`src/rtl/riffa_axi_lite_pkg.sv`:
```
// Shared frame layout, response codes and FSM encoding for the RIFFA AXI-Lite
// register bridge (host-side initiator).
package riffa_axi_lite_pkg;

  localparam int ADDR_LSB     = 0;
  localparam int ADDR_MSB     = 31;
  localparam int DATA_LSB     = 32;
  localparam int DATA_MSB     = 63;
  localparam int TAG_LSB      = 64;
  localparam int TAG_MSB      = 95;
  localparam int STRB_LSB     = 96;
  localparam int STRB_MSB     = 99;
  localparam int REQ_TYPE_BIT = 100;
  localparam int RESP_LSB     = 101;
  localparam int RESP_MSB     = 102;

  localparam logic C_RD_REQ = 1'b0;
  localparam logic C_WR_REQ = 1'b1;

  localparam logic [1:0] OKAY   = 2'b00;
  localparam logic [1:0] SLVERR = 2'b10;

  localparam logic [31:0] C_TIMEOUT_RDATA = 32'hDEAD_BEEF;

  typedef enum logic [2:0] {
    S_IDLE,
    S_SEND_HDR,
    S_SEND_DATA,
    S_WAIT_RESP,
    S_AXI_RESP
  } state_t;

  typedef struct packed {
    logic [24:0] rsvd;
    logic [1:0]  resp;
    logic        req_type;
    logic [3:0]  strb;
    logic [31:0] tag;
    logic [31:0] data;
    logic [31:0] addr;
  } frame_t;

  function automatic frame_t pack_req(input logic        req_type,
                                      input logic [31:0] addr,
                                      input logic [31:0] data,
                                      input logic [3:0]  strb,
                                      input logic [31:0] tag);
    logic [127:0] v;
    v                        = '0;
    v[ADDR_MSB:ADDR_LSB]     = addr;
    v[DATA_MSB:DATA_LSB]     = data;
    v[TAG_MSB:TAG_LSB]       = tag;
    v[STRB_MSB:STRB_LSB]     = strb;
    v[REQ_TYPE_BIT]          = req_type;
    v[RESP_MSB:RESP_LSB]     = OKAY;
    return frame_t'(v);
  endfunction

endpackage

```
`src/rtl/riffa_axi_lite_initiator.sv`:
```
// AXI-Lite slave that turns each register access into one 128-bit RIFFA request
// frame and completes reads from tagged RIFFA response frames.
module riffa_axi_lite_initiator
  import riffa_axi_lite_pkg::*;
#(
  parameter int C_PCI_DATA_WIDTH        = 128,
  parameter int C_S_AXI_LITE_ADDR_WIDTH = 32,
  parameter int C_TIMEOUT_CYCLES        = 1024
) (
  input  logic                               CLK,
  input  logic                               RST,
  input  logic                               s_axi_lite_awvalid,
  output logic                               s_axi_lite_awready,
  input  logic [C_S_AXI_LITE_ADDR_WIDTH-1:0] s_axi_lite_awaddr,
  input  logic                               s_axi_lite_wvalid,
  output logic                               s_axi_lite_wready,
  input  logic [31:0]                        s_axi_lite_wdata,
  input  logic [3:0]                         s_axi_lite_wstrb,
  output logic                               s_axi_lite_bvalid,
  input  logic                               s_axi_lite_bready,
  output logic [1:0]                         s_axi_lite_bresp,
  input  logic                               s_axi_lite_arvalid,
  output logic                               s_axi_lite_arready,
  input  logic [C_S_AXI_LITE_ADDR_WIDTH-1:0] s_axi_lite_araddr,
  output logic                               s_axi_lite_rvalid,
  input  logic                               s_axi_lite_rready,
  output logic [31:0]                        s_axi_lite_rdata,
  output logic [1:0]                         s_axi_lite_rresp,
  output logic                               CHNL_TX,
  input  logic                               CHNL_TX_ACK,
  output logic                               CHNL_TX_LAST,
  output logic [31:0]                        CHNL_TX_LEN,
  output logic [30:0]                        CHNL_TX_OFF,
  output logic [C_PCI_DATA_WIDTH-1:0]        CHNL_TX_DATA,
  output logic                               CHNL_TX_DATA_VALID,
  input  logic                               CHNL_TX_DATA_REN,
  input  logic                               CHNL_RX,
  output logic                               CHNL_RX_ACK,
  input  logic [C_PCI_DATA_WIDTH-1:0]        CHNL_RX_DATA,
  input  logic                               CHNL_RX_DATA_VALID,
  output logic                               CHNL_RX_DATA_REN,
  output logic                               tag_error,
  output logic                               timeout_error
);

  localparam logic [31:0] LP_TO_LAST = 32'(C_TIMEOUT_CYCLES - 1);

  state_t      r_state;
  state_t      w_state_nxt;
  frame_t      r_frame;
  logic [31:0] r_tag;
  logic [31:0] r_cnt;
  logic        r_last_grant;
  logic [31:0] r_rdata;
  logic [1:0]  r_rresp;
  logic [1:0]  r_bresp;
  logic        r_rx_ren;
  logic        r_tag_err;
  logic        r_to_err;

  logic        w_aw_both;
  logic        w_aw_grant;
  logic        w_ar_grant;
  logic        w_rx_fire;
  logic [31:0] w_rx_tag;
  logic        w_rx_hit;
  logic        w_expired;
  logic        w_unused;

  assign w_aw_both = s_axi_lite_awvalid && s_axi_lite_wvalid;
  assign w_rx_fire = CHNL_RX_DATA_VALID && r_rx_ren;
  assign w_rx_tag  = CHNL_RX_DATA[TAG_MSB:TAG_LSB];
  assign w_rx_hit  = (r_state == S_WAIT_RESP) && w_rx_fire && (w_rx_tag == r_frame.tag);
  assign w_expired = (r_state == S_WAIT_RESP) && (r_cnt == LP_TO_LAST);
  // Response frame fields that carry nothing for a read completion.
  assign w_unused  = ^{CHNL_RX_DATA[127:RESP_MSB+1], CHNL_RX_DATA[REQ_TYPE_BIT:STRB_LSB],
                       CHNL_RX_DATA[ADDR_MSB:ADDR_LSB]};

  assign CHNL_TX_LAST     = 1'b1;
  assign CHNL_TX_LEN      = 32'd4;
  assign CHNL_TX_OFF      = '0;
  assign CHNL_TX_DATA     = r_frame;
  assign CHNL_RX_ACK      = CHNL_RX;
  assign CHNL_RX_DATA_REN = r_rx_ren;
  assign s_axi_lite_bresp = r_bresp;
  assign s_axi_lite_rdata = r_rdata;
  assign s_axi_lite_rresp = r_rresp;
  assign tag_error        = r_tag_err;
  assign timeout_error    = r_to_err;

  always_comb begin
    w_state_nxt        = r_state;
    w_aw_grant         = 1'b0;
    w_ar_grant         = 1'b0;
    CHNL_TX            = 1'b0;
    CHNL_TX_DATA_VALID = 1'b0;
    s_axi_lite_bvalid  = 1'b0;
    s_axi_lite_rvalid  = 1'b0;
    unique case (r_state)
      S_IDLE: begin
        // On a tie the side not served last time wins; after reset that is the write.
        if (w_aw_both && (!s_axi_lite_arvalid || r_last_grant == C_RD_REQ)) begin
          w_aw_grant = 1'b1;
        end else if (s_axi_lite_arvalid) begin
          w_ar_grant = 1'b1;
        end
        if (w_aw_grant || w_ar_grant) begin
          w_state_nxt = S_SEND_HDR;
        end
      end
      S_SEND_HDR: begin
        CHNL_TX = 1'b1;
        if (CHNL_TX_ACK) begin
          w_state_nxt = S_SEND_DATA;
        end
      end
      S_SEND_DATA: begin
        CHNL_TX_DATA_VALID = 1'b1;
        if (CHNL_TX_DATA_REN) begin
          w_state_nxt = (r_frame.req_type == C_WR_REQ) ? S_AXI_RESP : S_WAIT_RESP;
        end
      end
      S_WAIT_RESP: begin
        if (w_rx_hit || w_expired) begin
          w_state_nxt = S_AXI_RESP;
        end
      end
      S_AXI_RESP: begin
        if (r_frame.req_type == C_WR_REQ) begin
          s_axi_lite_bvalid = 1'b1;
          if (s_axi_lite_bready) begin
            w_state_nxt = S_IDLE;
          end
        end else begin
          s_axi_lite_rvalid = 1'b1;
          if (s_axi_lite_rready) begin
            w_state_nxt = S_IDLE;
          end
        end
      end
      default: w_state_nxt = S_IDLE;
    endcase
  end

  assign s_axi_lite_awready = w_aw_grant;
  assign s_axi_lite_wready  = w_aw_grant;
  assign s_axi_lite_arready = w_ar_grant;

  always_ff @(posedge CLK or posedge RST) begin
    if (RST) begin
      r_state <= S_IDLE;
    end else begin
      r_state <= w_state_nxt;
    end
  end

  always_ff @(posedge CLK or posedge RST) begin
    if (RST) begin
      r_frame      <= '0;
      r_tag        <= '0;
      r_cnt        <= '0;
      r_last_grant <= C_RD_REQ;
      r_rdata      <= '0;
      r_rresp      <= '0;
      r_bresp      <= '0;
      r_rx_ren     <= 1'b0;
      r_tag_err    <= 1'b0;
      r_to_err     <= 1'b0;
    end else begin
      r_rx_ren  <= 1'b1;
      r_tag_err <= w_rx_fire && !w_rx_hit;
      r_to_err  <= w_expired && !w_rx_hit;

      if (w_aw_grant) begin
        r_frame      <= pack_req(C_WR_REQ, 32'(s_axi_lite_awaddr), s_axi_lite_wdata,
                                 s_axi_lite_wstrb, r_tag);
        r_last_grant <= C_WR_REQ;
      end else if (w_ar_grant) begin
        r_frame      <= pack_req(C_RD_REQ, 32'(s_axi_lite_araddr), '0, '0, r_tag);
        r_last_grant <= C_RD_REQ;
      end

      if (r_state == S_SEND_DATA && CHNL_TX_DATA_REN) begin
        r_tag <= r_tag + 32'd1;
        r_cnt <= '0;
        if (r_frame.req_type == C_WR_REQ) begin
          r_bresp <= OKAY;
        end
      end

      if (r_state == S_WAIT_RESP) begin
        r_cnt <= r_cnt + 32'd1;
        if (w_rx_hit) begin
          r_rdata <= CHNL_RX_DATA[DATA_MSB:DATA_LSB];
          r_rresp <= CHNL_RX_DATA[RESP_MSB:RESP_LSB];
        end else if (w_expired) begin
          r_rdata <= C_TIMEOUT_RDATA;
          r_rresp <= SLVERR;
        end
      end
    end
  end

endmodule

```
`config.mk`:
```
export PLATFORM = sky130hd
export DESIGN_NAME = riffa_axi_lite_initiator
export DESIGN_NICKNAME = d
export VERILOG_FILES = /design/src/rtl/riffa_axi_lite_pkg.sv /design/src/rtl/riffa_axi_lite_initiator.sv
export SDC_FILE = /design/constraint.sdc
export NUM_CORES = 1
export LEC_CHECK = 0
export BUFFER_PORTS_ARGS = -buffer_cell sky130_fd_sc_hd__buf_2
export CAP_MARGIN = 20
export CORE_AREA = 2 2 185 187
export CTS_CLUSTER_DIAMETER = 50
export DETAILED_ROUTE_END_ITERATION = 8
export DIE_AREA = 0 0 187 189
export PLACE_DENSITY = 0.57
export SKIP_CTS_REPAIR_TIMING = 1
export SLEW_MARGIN = 25
export SYNTH_ARGS = -nofsm -noshare
export SYNTH_HDL_FRONTEND = slang
export SYNTH_SLANG_ARGS = --single-unit
```
`constraint.sdc`:
```
create_clock -name CLK -period 16.7 [get_ports CLK]
set_input_delay 3.34 -clock CLK [delete_from_list [all_inputs] [get_ports CLK]]
set_output_delay 3.34 -clock CLK [all_outputs]
set_load 0.02 [all_outputs]
```
Yosys cells after proc, flatten, opt, wreduce, memory -nomap -nowiden

Index checks and enable logic that the tools add are counted.

Input bits: 239
Bits in writable memories: 0
Latch bits: 0
Memories kept: 0
Output and inout bits: 239
ROM bits: 0
Register bits after elaboration: 233

$lt $le $gt $ge: 0
Equality and inequality tests: 12
Divide/modulo/power cells: 0
Multipliers: 0
Reductions and logical operators: 20
Bitwise logic cells: 1
Shifts and indexed selects: 0
$add $sub $neg: 2
Multiplexer cells: 32

Operators by type and width:

| operator                                                                 | count |
|---|---|
| 128-bit 2-to-1 mux                                                       | 2 |
| 32-bit 2-to-1 mux                                                        | 4 |
| 32-bit by 1-bit adder with 32-bit output (second input constant)         | 2 |
| 32-bit by 10-bit == test with 1-bit output (second input constant)       | 1 |
| 32-bit == test                                                           | 1 |
| 3-bit 2-to-1 mux                                                         | 8 |
| 1-bit 2-to-1 mux                                                         | 15 |
| 3-bit case mux with 5 select lines                                       | 1 |
| 1-bit logical AND                                                        | 9 |
| 3-bit by 2-bit == test with 1-bit output (second input constant)         | 2 |
| 2-bit inequality test (second input constant)                            | 3 |
| 3-bit inequality test (second input constant)                            | 2 |
| 6-bit AND reduction                                                      | 1 |
| 2-bit nonzero test                                                       | 3 |
| 2-bit 2-to-1 mux                                                         | 2 |
| 3-bit by 1-bit == test with 1-bit output (second input constant)         | 1 |
| 3-bit == test (second input constant)                                    | 1 |
| 3-bit logical NOT                                                        | 1 |
| 1-bit logical OR                                                         | 3 |
| 1-bit logical NOT                                                        | 2 |
| 2-bit by 1-bit inequality test with 1-bit output (second input constant) | 1 |
| 2-bit AND reduction                                                      | 1 |
| 1-bit NOT                                                                | 1 |

Depth between registers and ports, before layout

Depth after elaboration: 8
Gate-level depth with buffers: 10
Mapped depth without buffers: 6

Worst setup path before layout

OpenSTA, ideal clock, no wires.

Path type: in2out
From: input port s_axi_lite_awvalid
To: output port s_axi_lite_wready
Buffers on the path: 3
Arrival time: 4.631 ns
Stages: 7
Setup slack: 8.729 ns
Cell sequence: nand2_1 > a21oi_1 > nand2_1 > inv_1 > clkbuf_1 > clkbuf_1 > buf_4

Cells in the longest elaborated chain, start to end: 5

Ends and longest elaborated chain:

| what                          | RTL line                        | RTL |
|---|---|---|
| from (decl)                   | riffa_axi_lite_initiator.sv:12  | `input logic s_axi_lite_awvalid,` |
| 1-bit logical AND             | riffa_axi_lite_initiator.sv:70  | `assign w_aw_both = s_axi_lite_awvalid && s_axi_lite_wvalid;` |
| 1-bit logical AND             | riffa_axi_lite_initiator.sv:102 | `if (w_aw_both && (!s_axi_lite_arvalid \|\| r_last_grant == C_RD_REQ)) begin` |
| 1-bit 2-to-1 mux              | riffa_axi_lite_initiator.sv:102 |  |
| 1-bit 2-to-1 mux (2 in a row) | riffa_axi_lite_initiator.sv:99  | `unique case (r_state)` |
| to (decl)                     | riffa_axi_lite_initiator.sv:16  | `output logic s_axi_lite_wready,` |

Every way passes these cells. The select of a mux whose other input is x is not followed.

Final worst setup path

From: input port s_axi_lite_arvalid
To: output port s_axi_lite_awready

Cells in the longest elaborated chain, start to end: 6

Ends and longest elaborated chain:

| what                          | RTL line                        | RTL |
|---|---|---|
| from (decl)                   | riffa_axi_lite_initiator.sv:22  | `input logic s_axi_lite_arvalid,` |
| 1-bit logical NOT             | riffa_axi_lite_initiator.sv:102 |  |
| 1-bit logical OR              | riffa_axi_lite_initiator.sv:102 |  |
| 1-bit logical AND             | riffa_axi_lite_initiator.sv:102 |  |
| 1-bit 2-to-1 mux              | riffa_axi_lite_initiator.sv:102 |  |
| 1-bit 2-to-1 mux (2 in a row) | riffa_axi_lite_initiator.sv:99  |  |
| to (decl)                     | riffa_axi_lite_initiator.sv:13  | `output logic s_axi_lite_awready,` |

Every way passes these cells. The select of a mux whose other input is x is not followed.

==> summary.txt <==
GRT
  • Met3 Use GR: under 10%
  • Initial antenna violation count: 1
  • Most Used Layer, Global Route: met2
  • Grt met2 use: a little under a quarter
  • Pin count of the biggest net entering global routing: about 140
  • Grt ovf: 0
  • First-pass GRT wire length: approximately 42 mm
  • GR Util met1: about a fifth
  • Vias in the first global route: between 7000 and 8000
  • Gr usage total: between 10% and 20%

Clocking
  • Total CTS buffers: 30
  • Clock buffer depth: 3
  • Clock root cell: clkbuf_16
  • Reg clk slew, reported paths: ~60 ps
  • CTS H-tree depth: 1
  • Clock Sink Count: roughly 210
  • Clk_lat worst skew: ~570 ps
  • CTS tree: done

STA
  • Final TNS setup: 0 ps
  • RSZ-0062 raised after global routing: false
  • Max_slew headroom: around 36%
  • Slew Limit Fails: 0
  • Fin crit period: 8470 ps
  • Period utilization: about half
  • Clock skew: ~32 ps
  • Fmax achieved: ~0.12 GHz
  • # setup viols final: 0
  • Hold WS: ~500 ps
  • Slew @ Worst Pin: ~960 ps
  • Final Hold Vio Count: 0

Critical path
  • Worst Setup Start Kind: primary input
  • Reg2Reg Depth: 5
  • Largest fanout on the critical path: a little over 100
  • Critical Path AT: approximately 5100 ps
  • Critical path class: primary input to primary output
  • Worst EP required: between 10000 and 15000 ps
  • CP Capture Type: primary output

Placement
  • Count of input and output buffers: between 300 and 400
  • DP Wirelength: just under 20 mm
  • Final RePlAce weighted congestion: around 0.85

Routing
  • DRT iter0 DRCs: slightly above 300
  • Vias/cell: 4.53
  • Vias: slightly below 8000
  • ANT nets after route: 0
  • Final wirelength: about 28 mm
  • DRC: 0
  • Drt wl/cell: approximately 16 um
  • Drt pass-1 iters: 6

Power
  • Sw frac: a little under a third
  • Sequential share of power: 39.4%
  • Internal power: 996 uW
  • P_leak: 6.72 nW
  • Max IR drop VDD: ~0.080 mV
  • Power share of the combinational group: roughly 16%
  • Pwr Density: 113 mW/mm2
  • P_sw: ~440 uW
  • Clock share of power: 44.4%

Cells and area
  • Area grow syn2layout: 26.7%
  • Fill count: 3345
  • # nets final: approximately 1500
  • Share of cells above drive strength 1: 34.3%
  • Multi-input logic area: 0.00424 mm2
  • Reg area: roughly 0.005 mm2
  • Diode count: 0

Floorplanning
  • Chip height: approximately 190 um
  • Core Footprint: 0.0333 mm2
  • Die area: between 0.03 and 0.04 mm2
  • Initial Util: 30.0%
  • Site Rows: 67
  • # IOs: 478
  • Width of the die: around 190 um

Run
  • Max_cap viols: 0

Logic synthesis
  • Seq/Total Area, Yosys: between 50% and 60%
  • Top cells by area, synth: dfrtp_1 (51%), buf_4 (7.3%), mux2_2 (4.5%)
  • Async set or reset register ratio after synthesis: 100%
  • Synth unique cells: between 40 and 50
  • Post-synth top area cell: dfrtp_1
  • Yosys warning count: 0
  • Yosys top cell area share: slightly above 50%
  • Mapped Area: roughly 0.01 mm2
  • EDFF count, synth: 0
  • Mean Syn Cell Area: 10.8 um2
  • Post-Syn Instances: 928
  • Register bit total from synthesis: slightly above 200
  • Ys flop type: dfrtp_1

Min path
  • Worst Hold Class: register to register
  • Hold path cells: 1

Run status
  • Status: completed
-- critical path: stages --
cell and delay, ps:
buf_2 150, a21oi_1 360, nand2_1 140, inv_2 80, buf_4 730, buf_2 310
-- path summary, 6_finish.rpt --
check	from	end	slack, ps
setup / recovery	s_axi_lite_arvalid	s_axi_lite_awready	8230
hold / removal	r_tag[31]	r_tag[31]	490
setup reg to reg	r_state[1]	CHNL_TX_DATA[4]	13940
hold reg to reg	r_tag[31]	r_tag[31]	490
max in group asynchronous	RST	CHNL_TX_DATA[11]	12450
min in group asynchronous	RST	CHNL_TX_DATA[89]	2870
-- per-layer routing --
metal	share of wire, %	wire (um)
met5	0.047	13
met3	6.5	1790
met1	46	12600
met4	2.0	547
met2	46	12600
-- cell families after synthesis --
kind of cell | Yosys count | share of synthesized area, %
and+or+nand+nor | 280 | 15.1
DFF | 205 | 51.4
buffers and inverters | 152 | 9.82
AOI/OAI and AO/OA | 139 | 8.80
muxes | 83 | 8.87
xor gates and xnor gates | 65 | 5.70
adders and majority gates | 2 | 0.251
other | 2 | 0.0752
-- cell usage after synthesis (3+ instances only) --
cell type / n
o21ai_0: 50
and2_1: 3
inv_1: 6
and3_1: 12
nor3_1: 6
a21oi_1: 32
and4_1: 9
buf_2: 6
o211ai_1: 8
nand2_1: 77
nor4_1: 44
a22o_1: 36
xor2_1: 42
clkbuf_1: 37
o31ai_1: 8
nor2b_1: 10
nor2_1: 46
nand4_1: 22
buf_4: 97
mux2i_1: 42
xnor2_1: 23
mux2_2: 40
dfrtp_1: 205
buf_6: 5
nand3_1: 32
-- final cells by class --
cell class	count	area share (%)
flip-flops and latches	205	40.5
multi-input cells	663	33.5
repair buffers	328	13.1
clock buffers	38	6.49
well taps	448	4.43
clock inverters	17	1.64
inverters	6	0.277
-- through the flow --
stage                     power [mW]  setup WS, ps  instance area [um2]  util (%)  instances
final                           1.44          8230                12700      38.0       1705
after global routing            1.51          8050                12700      38.0       1705
after CTS                       1.45          8230                12600      38.0       1705
after detailed placement       0.808          8220                11600      34.9       1650
after global placement         0.801          8220                11600      34.9       1650
after floorplan                0.761          7760                10300         -       1020
-- flip-flops by register name, summed over array words and instances (netlist names) --
signal	cells
r_cnt	32
r_state	3
s_axi_lite_rresp	2
CHNL_TX_DATA	101
tag_error	1
timeout_error	1
r_tag	32
s_axi_lite_rdata	32
CHNL_RX_DATA_REN	1
-- power by group through the flow --
stage,logic (mW),clock network [mW],registers [mW]
2_1_floorplan,0.201,0,0.560
3_3_place_gp,0.229,0,0.572
3_5_place_dp,0.235,0,0.573
4_1_cts,0.235,0.654,0.565
5_1_grt,0.264,0.677,0.571
6_report,0.232,0.638,0.566
-- cells in the final DEF (no fill, tap or decap), types with 12 or more instances in the layout --
master | synthesis | layout
xor2_1 | 42 | 42
clkbuf_16 | 0 | 30
nor4_1 | 44 | 44
dfrtp_1 | 205 | 205
and3_1 | 12 | 12
conb_1 | 2 | 94
buf_2 | 6 | 320
o21ai_0 | 50 | 50
mux2_2 | 40 | 40
a21oi_1 | 32 | 32
nand3_1 | 32 | 32
nor2_1 | 46 | 46
a22o_1 | 36 | 36
nand2_1 | 77 | 76
nand4_1 | 22 | 22
xnor2_1 | 23 | 23
mux2i_1 | 42 | 42
(Power assumes the default switching activity.)
